===== src/rtl/intc_pkg.sv =====
// Shared definitions for the intc_ctrl interrupt controller.
//   - Gateway state encodings (one FSM per interrupt source)
//   - Controller state encodings (claim/complete handshake with the CPU)
//   - Default number of interrupt sources
package intc_pkg;

  localparam int NUM_SRC_DEFAULT = 8;

  typedef enum logic [1:0] {
    GW_IDLE    = 2'd0,
    GW_PEND    = 2'd1,
    GW_CLAIMED = 2'd2
  } gw_state_e;

  typedef enum logic {
    CTL_READY = 1'b0,
    CTL_BUSY  = 1'b1
  } ctl_state_e;

endpackage


===== src/rtl/intc_gateway.sv =====
// Per-source interrupt gateway: IDLE -> PEND on a trigger, PEND -> CLAIMED
// when the source wins a claim, CLAIMED -> IDLE on completion. Triggers seen
// while PEND or CLAIMED are dropped, so a source in service is never
// re-presented.
//
// Configuration macro: INTC_EDGE_DET_EN
//   defined   : trigger is the rising edge of irq_i (delay register built)
//   undefined : trigger is irq_i high while IDLE (level mode)
//
// Ports:
//   clk     - clock, rising edge
//   rst_n   - asynchronous active-low reset
//   irq_i   - interrupt line from the peripheral
//   grant_i - this source wins the current claim
//   done_i  - CPU completes this source
//   pend_o  - gateway is in PEND
module intc_gateway
  import intc_pkg::*;
(
  input  logic clk,
  input  logic rst_n,
  input  logic irq_i,
  input  logic grant_i,
  input  logic done_i,
  output logic pend_o
);

  gw_state_e state_q;
  logic      pend_q;
  logic      trig;

`ifdef INTC_EDGE_DET_EN
  logic irq_d_q;

  always_ff @(posedge clk or negedge rst_n) begin
    if (!rst_n) irq_d_q <= 1'b0;
    else        irq_d_q <= irq_i;
  end

  assign trig = irq_i & ~irq_d_q;
`else
  assign trig = irq_i;
`endif

  // NOTE: state is updated with non-blocking assignments so every register
  // samples pre-edge values, independent of statement order.
  always_ff @(posedge clk or negedge rst_n) begin
    if (!rst_n) begin
      state_q <= GW_IDLE;
      pend_q  <= 1'b0;
    end else begin
      unique case (state_q)
        GW_IDLE: if (trig) begin
          state_q <= GW_PEND;
          pend_q  <= 1'b1;
        end
        GW_PEND: if (grant_i) begin
          state_q <= GW_CLAIMED;
          pend_q  <= 1'b0;
        end
        GW_CLAIMED: if (done_i) begin
          state_q <= GW_IDLE;
        end
        default: begin
          state_q <= GW_IDLE;
          pend_q  <= 1'b0;
        end
      endcase
    end
  end

  assign pend_o = pend_q;

endmodule


===== src/rtl/intc_ctrl.sv =====
// Interrupt controller top level. Collects NUM_SRC level interrupt lines
// through per-source gateways, presents a single prioritized request to the
// CPU and runs the claim/complete handshake. Fixed priority: the lowest
// enabled pending index wins. Only one source is in service at a time.
//
// Configuration macro: INTC_EDGE_DET_EN (see intc_gateway) selects edge
// triggering; default build is level triggered.
//
// Ports:
//   clk       - clock, rising edge
//   rst_n     - asynchronous active-low reset
//   irq_in    - interrupt lines, bit i = source i
//   irq_en    - per-source enable mask (masks cpu_irq, not pending)
//   claim_req - CPU claim pulse
//   complete  - CPU completion pulse for the claimed source
//   cpu_irq   - request to the CPU
//   claim_vld - a source is in service and claim_id is valid
//   claim_id  - index of the source in service (holds after complete)
//   pend_st   - per-source pending status
module intc_ctrl
  import intc_pkg::*;
#(
  parameter int NUM_SRC = NUM_SRC_DEFAULT,
  parameter int ID_W    = $clog2(NUM_SRC)
) (
  input  logic               clk,
  input  logic               rst_n,
  input  logic [NUM_SRC-1:0] irq_in,
  input  logic [NUM_SRC-1:0] irq_en,
  input  logic               claim_req,
  input  logic               complete,
  output logic               cpu_irq,
  output logic               claim_vld,
  output logic [ID_W-1:0]    claim_id,
  output logic [NUM_SRC-1:0] pend_st
);

  ctl_state_e         ctl_q;
  logic               claim_vld_q;
  logic [ID_W-1:0]    claim_id_q;
  logic [NUM_SRC-1:0] pend;
  logic [NUM_SRC-1:0] req;
  logic [NUM_SRC-1:0] grant;
  logic [NUM_SRC-1:0] done;
  logic [ID_W-1:0]    win_id;
  logic               take_claim;
  logic               take_done;

  assign req     = pend & irq_en;
  assign cpu_irq = (ctl_q == CTL_READY) && (|req);

  // Scan from the top down so the lowest requesting index is the last write.
  // NOTE: win_id gets a default before the loop so no path leaves it
  // unassigned, which would otherwise infer a latch.
  always_comb begin
    win_id = '0;
    for (int i = NUM_SRC - 1; i >= 0; i--) begin
      if (req[i]) win_id = ID_W'(i);
    end
  end

  assign take_claim = claim_req && cpu_irq;
  // In BUSY a simultaneous claim_req is simply ignored; complete wins.
  assign take_done  = complete && (ctl_q == CTL_BUSY);

  for (genvar g = 0; g < NUM_SRC; g++) begin : g_src
    assign grant[g] = take_claim && (win_id == ID_W'(g));
    assign done[g]  = take_done && (claim_id_q == ID_W'(g));

    intc_gateway u_gw (
      .clk     (clk),
      .rst_n   (rst_n),
      .irq_i   (irq_in[g]),
      .grant_i (grant[g]),
      .done_i  (done[g]),
      .pend_o  (pend[g])
    );
  end

  always_ff @(posedge clk or negedge rst_n) begin
    if (!rst_n) begin
      ctl_q       <= CTL_READY;
      claim_vld_q <= 1'b0;
      claim_id_q  <= '0;
    end else begin
      unique case (ctl_q)
        CTL_READY: if (take_claim) begin
          ctl_q       <= CTL_BUSY;
          claim_vld_q <= 1'b1;
          claim_id_q  <= win_id;
        end
        CTL_BUSY: if (take_done) begin
          ctl_q       <= CTL_READY;
          claim_vld_q <= 1'b0;
        end
        default: begin
          ctl_q       <= CTL_READY;
          claim_vld_q <= 1'b0;
        end
      endcase
    end
  end

  assign claim_vld = claim_vld_q;
  assign claim_id  = claim_id_q;
  assign pend_st   = pend;

endmodule

===== config.mk =====
export PLATFORM = sky130hd
export DESIGN_NAME = intc_ctrl
export DESIGN_NICKNAME = d
export VERILOG_FILES = /design/src/rtl/intc_pkg.sv /design/src/rtl/intc_gateway.sv /design/src/rtl/intc_ctrl.sv
export SDC_FILE = /design/constraint.sdc
export NUM_CORES = 1
export LEC_CHECK = 0
export CORE_MARGIN = 3
export CORE_UTILIZATION = 50
export DETAILED_ROUTE_END_ITERATION = 10
export GPL_TIMING_DRIVEN = 0
export HOLD_SLACK_MARGIN = 0.08
export PLACE_DENSITY = 0.78
export SLEW_MARGIN = 0
export SYNTH_ARGS = -nofsm -noshare
export SYNTH_HDL_FRONTEND = slang
export SYNTH_SLANG_ARGS = --single-unit

===== constraint.sdc =====
create_clock -name clk -period 1.7 [get_ports clk]
set_input_delay 0.51 -clock clk [delete_from_list [all_inputs] [get_ports clk]]
set_output_delay 0.51 -clock clk [all_outputs]
set_load 0.02 [all_outputs]

Yosys cells after proc, flatten, opt, wreduce, memory -nomap -nowiden
Index checks and enable logic that the tools add are counted.
{"block": "classes", "n_eq_ne": 56, "muxes": 70, "n_bitwise": 10, "reduce_logical": 48}
{"cell": "2-to-1 mux 2 bit", "n": 24}
{"cell": "case mux 2 bit (3 select lines)", "n": 8}
{"cell": "AND reduction 3 bit", "n": 16}
{"cell": "!= test 2 x 1 -> 1 bit, second input constant", "n": 17}
{"cell": "equality test 3 bit, second input constant", "n": 8}
{"cell": "2-to-1 mux 3 bit", "n": 8}
{"cell": "case mux 1 bit (3 select lines)", "n": 8}
{"cell": "2-to-1 mux 1 bit", "n": 20}
{"cell": "logical AND 1 bit", "n": 19}
{"cell": "!= test 2 bit, second input constant", "n": 9}
{"cell": "equality test 2 x 1 -> 1 bit, second input constant", "n": 8}
{"cell": "equality test 2 bit, second input constant", "n": 8}
{"cell": "logical NOT 2 bit", "n": 8}
{"cell": "equality test 3 x 2 -> 1 bit, second input constant", "n": 4}
{"cell": "NOT 1 bit", "n": 9}
{"cell": "AND 8 bit", "n": 1}
{"cell": "OR reduction 8 bit", "n": 1}
{"cell": "equality test 3 x 1 -> 1 bit, second input constant", "n": 2}
{"cell": "logical NOT 3 bit", "n": 2}
{"cell": "case mux 1 bit (2 select lines)", "n": 2}
{"cell": "AND reduction 2 bit", "n": 2}
{"block": "totals", "reg_bits": 29, "inputBits": 20}

Longest topological paths before layout
Gate-level depths: netlist (run 1).
{"block": "depth", "ltp_word": 13, "ltp_mapped": 4, "ltp_nobuf": 4}

Hierarchy
Synthesis (run 1) repeated with hierarchy kept, for this count alone.
{"block": "hier_totals", "cells_unflattened": 176, "area_unflattened_um2": 1517.7}
{"module": "intc_gateway", "n_inst": 8, "cells_per_inst": 14, "area_per_inst_um2": 127.6}
{"module": "intc_ctrl", "n_inst": 1, "cells_per_inst": 64, "area_per_inst_um2": 496.7}

Worst setup path before layout (run 1)
No wires, ideal clock.
{"block": "synth_path", "kind": "in2out", "startpoint": "input port irq_en[1]", "endpoint": "output port cpu_irq", "t_arrival_ns": 1.102, "required_ns": 1.190, "slack_ns": 0.088, "stages": 3, "path_buffers": 0, "cell_sequence": "a22oi_4 -> nand4_1 -> and2_1"}
{"block": "synth_via", "elab_chain_len": 3}
{"element": "start, declared", "line_no": "intc_ctrl.sv:29", "text": "input logic [NUM_SRC-1:0] irq_en,"}
{"element": "AND 8 bit", "line_no": "intc_ctrl.sv:49", "text": "assign req = pend & irq_en;"}
{"element": "OR reduction 8 bit", "line_no": "intc_ctrl.sv:50", "text": "assign cpu_irq = (ctl_q == CTL_READY) && (|req);"}
{"element": "logical AND 1 bit", "line_no": "intc_ctrl.sv:50"}
{"element": "end, declared", "line_no": "intc_ctrl.sv:32", "text": "output logic cpu_irq,"}
No other way between the ends.

Worst setup path in the final report (run 1)
{"block": "layout_path", "startpoint": "input port irq_en[7]", "endpoint": "output port cpu_irq"}
The elaborated chain is that of the path after synthesis.

==> impl_metrics.yaml, run 1 <==
run_status:
  status: "complete, but fails checks"
  violations: "negative setup slack"
clocking:
  numCtsBuffers: 5
  cts_buffer_depth: 2
  clk_pin_slew_worst_paths_ns: 0.10
  cts.hold.buffers_added: 0
  cts-root-buf: "clkbuf_4"
  htree_levels: 2
  cts_tree: "built"
  numClockSinks: 29
  clock_latency_ns: 0.34
synthesis:
  synth_edf_count: 0
  avgSynthCellArea_sq_um: 9.67
  seq_area_frac_synth: 0.458
  yosysWarnings: 0
  synthCells: 164
  synth_fp_nets: 184
  synth_ff_type: "dfrtp_1"
  synth.cell_area_sq_um: 1590
  ys_async_sr_fraction: 1.00
  ys_types: 37
  synth_seq_cells: 29
timing:
  relSlewSlack: 0.565
  hold_viol_final: 0
  slew_viol_final: 0
  fin_skew_ns: 0.0129
  setup_ws_ns: -0.291
  tightest_slew_ns: 0.652
  clock.fmax_mhz: 502
  period_share: 1.17
  setup_viol: 2
  rsz0062_at_grt: "yes"
  period_needed_ns: 1.99
  whs_ns: 0.191
place:
  port_buffers: 32
  dp_hpwl_microns: 2820
  dpl_worst_slack_ns: -1.03
  place_inst: 238
  post_dp_cell_area_sq_um: 1960
  routabilityCongestion: 0.885
critical_path:
  slowest_delay_ns: 0.26
  crit_buf_inv: 2
  path_cells: "clkdlybuf4s15_1, a22oi_2, nand4_1, and2_4, buf_6"
  cpMaxStageDelayCell: "a22oi_2"
  crit_required_ns: 1.19
  critical_path_class: "in -> out"
  path_max_fanout: 3
  crit_path_start_kind: "input pin"
  cpLargestDelayFamily: "buffers and inverters"
  cp.arrival_ns: 1.48
  endpoint_kind: "output port"
floorplanning:
  rows: 19
  die-height_microns: 62.3
  die_area_sq_um: 3880
  initial_core_util: 0.551
  die_x_microns: 62.3
  ios: 33
  core_sq_um: 2880
finish:
  finalNetCount: 248
  finalNonFillerCells: 271
  register_area_sq_um: 733
  antennaDiodeCount: 0
  layout_common_cells: "28 x buf_4, 23 x dfrtp_1, 16 x nor2_1"
  multiInputGateArea_sq_um: 807
  fillCellCount: 208
  drive_above_1_share: 0.341
  area_delta_synth_final_pct: 42.3
  stdcell_area_sq_um: 2260
  final_common_cell: "buf_4"
drt:
  wl_per_cell_microns: 16.6
  dr.pass1.iters: 4
  ant_nets: 0
  drt_iter0_markers: 109
  viasPerCell: 5.85
  post-route-drc-count: 0
  vias: 1586
  drt_wl_total_microns: 4510
global_route:
  antenna_found_initial: 0
  track_usage: 0.243
  grt_pass1_vias: 1582
  grt_max_degree: 30
  grt-ovfl-total: 0
  grt_pass1_wl_microns: 7460
run:
  maxCapViolCount: 0
power_and_ir_drop:
  irDropWorstVdd_v: 0.000970
  power_leakage_nw: 0.977
  power.density_nw_per_um2: 1490
worst_hold_path:
  worstHoldPathType: "in -> async"
[what timing repair did]
action / 4_1_cts / 5_1_grt
gates resized for setup: 71 / 20
pin swaps: 9 / 2
endpoints found under the setup margin: 26 / 17
setup buffers: 21 / 7
cloned: 0 / 0
[cell families (layout without fill, tap and decap cells)]
logic type / count (synthesis) / after routing / share of synthesized area
buf+inv: 18 / 83 / 0.0616
compound gates: 61 / 61 / 0.301
simple gates: 56 / 56 / 0.180
flops: 29 / 29 / 0.458
[synthesized netlist by cell type, types with 2 or more instances]
master | n | area, sq um
a211oi_1 | 7 | 52.6
a211oi_2 | 3 | 37.5
a21oi_1 | 12 | 60.1
a22o_1 | 5 | 43.8
a22oi_1 | 2 | 15.0
a22oi_4 | 2 | 42.5
a31o_1 | 2 | 17.5
a31o_2 | 2 | 17.5
a31oi_1 | 4 | 25.0
a32o_1 | 2 | 20.0
and2_1 | 2 | 12.5
buf_4 | 8 | 60.1
dfrtp_1 | 29 | 726
inv_1 | 10 | 37.5
nand2_1 | 14 | 52.6
nand2b_1 | 4 | 25.0
nand3_1 | 2 | 10.0
nand4_1 | 3 | 18.8
nor2_1 | 16 | 60.1
nor2b_1 | 7 | 43.8
o21ai_0 | 8 | 40.0
o21bai_1 | 3 | 22.5
o32ai_1 | 3 | 26.3
[layout make-up]
| class | count | share of cell area |
|---|---|---|
| clock buffers | 6 | 0.0183 |
| multi-input cells | 117 | 0.358 |
| repair buffers | 57 | 0.226 |
| inverters | 10 | 0.0166 |
| flip-flops and latches | 29 | 0.325 |
| well taps | 42 | 0.0233 |
| clock inverters | 2 | 0.00444 |
| plain buffers | 8 | 0.0283 |
[flip-flops by register name (all words and copies together) (netlist names)]
signal,count
g_src.u_gw.state_q,16
g_src.u_gw.pend_o,8
claim_id,3
claim_vld,1
ctl_q,1
[final timing paths]
path / startpoint / endpoint / slack, ns / cells after the start
setup / recovery: irq_en[7] / cpu_irq / -0.29 / 5
hold / removal: rst_n / g_src[3].u_gw.state_q[1] / 0.19 / 1
setup reg to reg: g_src[3].u_gw.pend_o / g_src[6].u_gw.state_q[1] / 0.03 / 5
hold reg to reg: g_src[3].u_gw.state_q[1] / g_src[3].u_gw.state_q[0] / 0.47 / 1
max in group asynchronous: rst_n / g_src[0].u_gw.pend_o / 1.04 / 1
min in group clk: g_src[3].u_gw.state_q[1] / g_src[3].u_gw.state_q[0] / 0.47 / 1
[metal layers]
metal / vias up / GRT usage / wire [microns]
li1: 726 / - / -
met1: 784 / 0.295 / 1840
met2: 64 / 0.419 / 2270
met3: 12 / 0.0649 / 307
met4: 0 / 0.0771 / 93
met5: - / 0 / 0
[power breakdown]
part	internal, mW	switching [mW]
combinational	0.926	0.852
sequential	0.908	0.269
clock	0.157	0.243
total	1.99	1.36
[per-stage QoR]
step | TNS [ns] | util | power, mW
global route | -0.530 | 0.784 | 3.57
floorplan | 0 | - | 1.98
detailed placement | -19.08 | 0.681 | 2.49
CTS | -0.223 | 0.753 | 3.15
global placement | -16.52 | 0.681 | 2.44
finish | -0.366 | 0.784 | 3.36
Power figures use the tool's default switching activity.
==> run 2, diff against run 1 <==
--- a/config.mk
+++ b/config.mk
@@ -11,6 +11,7 @@
 export GPL_TIMING_DRIVEN = 0
 export HOLD_SLACK_MARGIN = 0.08
 export PLACE_DENSITY = 0.78
+export REMOVE_ABC_BUFFERS = 1
 export SLEW_MARGIN = 0
 export SYNTH_ARGS = -nofsm -noshare
 export SYNTH_HDL_FRONTEND = slang
==> run 2 against run 1 <==
Against the previous run: combinational power decreased by 26%; maximum frequency fell by 1.2%; largest power group unchanged; power decreased by 12%; final cell count down 7.0%; setup slack lost 0.025 ns; design area fell by 7.9%; the flow still finishes with violations (negative setup slack); die area unchanged; global-route usage down 2.5 points; sequential power about the same.
==> impl_metrics.yaml, run 2 (synthesis results as in run 1) <==
floorplanning:
  core_sq_um: 2880
  die_x_microns: 62.3
  rows: 19
  ios: 33
  initial_core_util: 0.551
  die-height_microns: 62.3
  die_area_sq_um: 3880
finish:
  final_common_cell: "dfrtp_1"
  largest_reg_flops: 16
  finalNonFillerCells: 252
  stdcell_area_sq_um: 2080
  drive_above_1_share: 0.248
  top_register: "g_src.u_gw.state_q"
  layout_common_cells: "19 x dfrtp_1, 16 x nor2_1, 15 x dlygate4sd2_1"
  fillCellCount: 225
  area_delta_synth_final_pct: 31.1
  finalNetCount: 230
  antennaDiodeCount: 0
  fin_util: 0.722
clocking:
  cts-root-buf: "clkbuf_4"
  numClockSinks: 29
  cts_tree: "built"
  cts_buffer_depth: 2
  clk_pin_slew_worst_paths_ns: 0.09
  clock_latency_ns: 0.33
  numCtsBuffers: 5
  htree_levels: 2
critical_path:
  cpLargestDelayFamily: "buffers and inverters"
  endpoint_kind: "output port"
  worst-r2r-cell-count: 4
  path_cells: "clkdlybuf4s15_1, a22oi_4, nand4_1, and2_4, buf_6"
  cpMaxStageDelayCell: "clkdlybuf4s15_1"
  crit_buf_inv: 2
  r2r_end: "claim_id[0]"
  critical_path_class: "in -> out"
  slowest_delay_ns: 0.26
  worst-path-stages: 5
  cp.arrival_ns: 1.51
  reg2reg_from: "g_src[3].u_gw.pend_o"
  path_max_fanout: 3
  crit_required_ns: 1.19
  r2r_setup_slack_ns: 0.15
  crit_path_start_kind: "input pin"
timing:
  relSlewSlack: 0.648
  rsz0062_at_grt: "yes"
  tns_ns: -0.315
  clock.fmax_mhz: 496
  setup_ws_ns: -0.315
  period_share: 1.19
  hold_viol_final: 0
  fin_skew_ns: 0.00584
  slew_viol_final: 0
  tightest_slew_ns: 0.528
  period_needed_ns: 2.02
  setup_viol: 1
run_status:
  violations: "negative setup slack"
  status: "complete, but fails checks"
place:
  routabilityCongestion: 0.920
  port_buffers: 32
  post_dp_cell_area_sq_um: 1900
  dp_hpwl_microns: 2700
  place_inst: 230
drt:
  ant_nets: 0
  drt_wl_total_microns: 3840
  vias: 1417
  viasPerCell: 5.62
  post-route-drc-count: 0
  wl_per_cell_microns: 15.2
  dr.pass1.iters: 4
  drt_iter0_markers: 97
worst_hold_path:
  worstHoldPathType: "in -> async"
power_and_ir_drop:
  power.density_nw_per_um2: 1420
  irDropWorstVdd_v: 0.000779
  finalPower_mw: 2.95
  power_leakage_nw: 0.884
global_route:
  track_usage: 0.218
  grt_pass1_vias: 1403
  grt_max_degree: 30
  grt_pass1_wl_microns: 6470
  grt-ovfl-total: 0
  antenna_found_initial: 0
run:
  maxCapViolCount: 0
run 2: worst max path at each step:
stage | start | to | slack (ns)
global placement | irq_en[3] | cpu_irq | -1.01
global route | g_src[1].u_gw.pend_o | cpu_irq | -0.35
floorplan | g_src[3].u_gw.pend_o | cpu_irq | 0.01
finish | irq_en[3] | cpu_irq | -0.32
detailed placement | irq_en[7] | cpu_irq | -1.04
CTS | g_src[1].u_gw.pend_o | cpu_irq | -0.28
run 2: cell type report:
| cell class | count | area [sq um] | area share |
|---|---|---|---|
| Inverter | 10 | 37.5 | 0.0181 |
| Tap cell | 42 | 52.6 | 0.0253 |
| Multi-Input combinational cell | 117 | 779 | 0.375 |
| Timing Repair Buffer | 47 | 415 | 0.200 |
| Clock buffer | 7 | 55.1 | 0.0265 |
| Sequential cell | 29 | 738 | 0.355 |
run 2: metal layers:
metal / track usage / share of wire / up-vias
met4: 0.138 / 0.029 / 0
met2: 0.317 / 0.48 / 41
li1: - / - / 693
met1: 0.276 / 0.44 / 673
met3: 0.0757 / 0.051 / 10
met5: 0 / 0 / -
run 2: report_power, final:
| group | internal, mW | switching [mW] |
|---|---|---|
| Clock | 0.195 | 0.233 |
| Sequential | 0.916 | 0.286 |
| Combinational | 0.632 | 0.687 |
| Total | 1.74 | 1.21 |
run 2: repair_timing:
item	in CTS	in global routing
hold buffers	0	0
pin swaps	6	1
endpoints found under the setup margin	18	11
buffers inserted	4	10
resized for setup	37	14
run 2: stage by stage:
step,hold slack (ns),setup slack [ns]
after global routing,0.258,-0.348
after global placement,0.432,-1.01
after detailed placement,0.453,-1.04
final,0.250,-0.315
after CTS,0.465,-0.284
after floorplan,0.214,0.0128
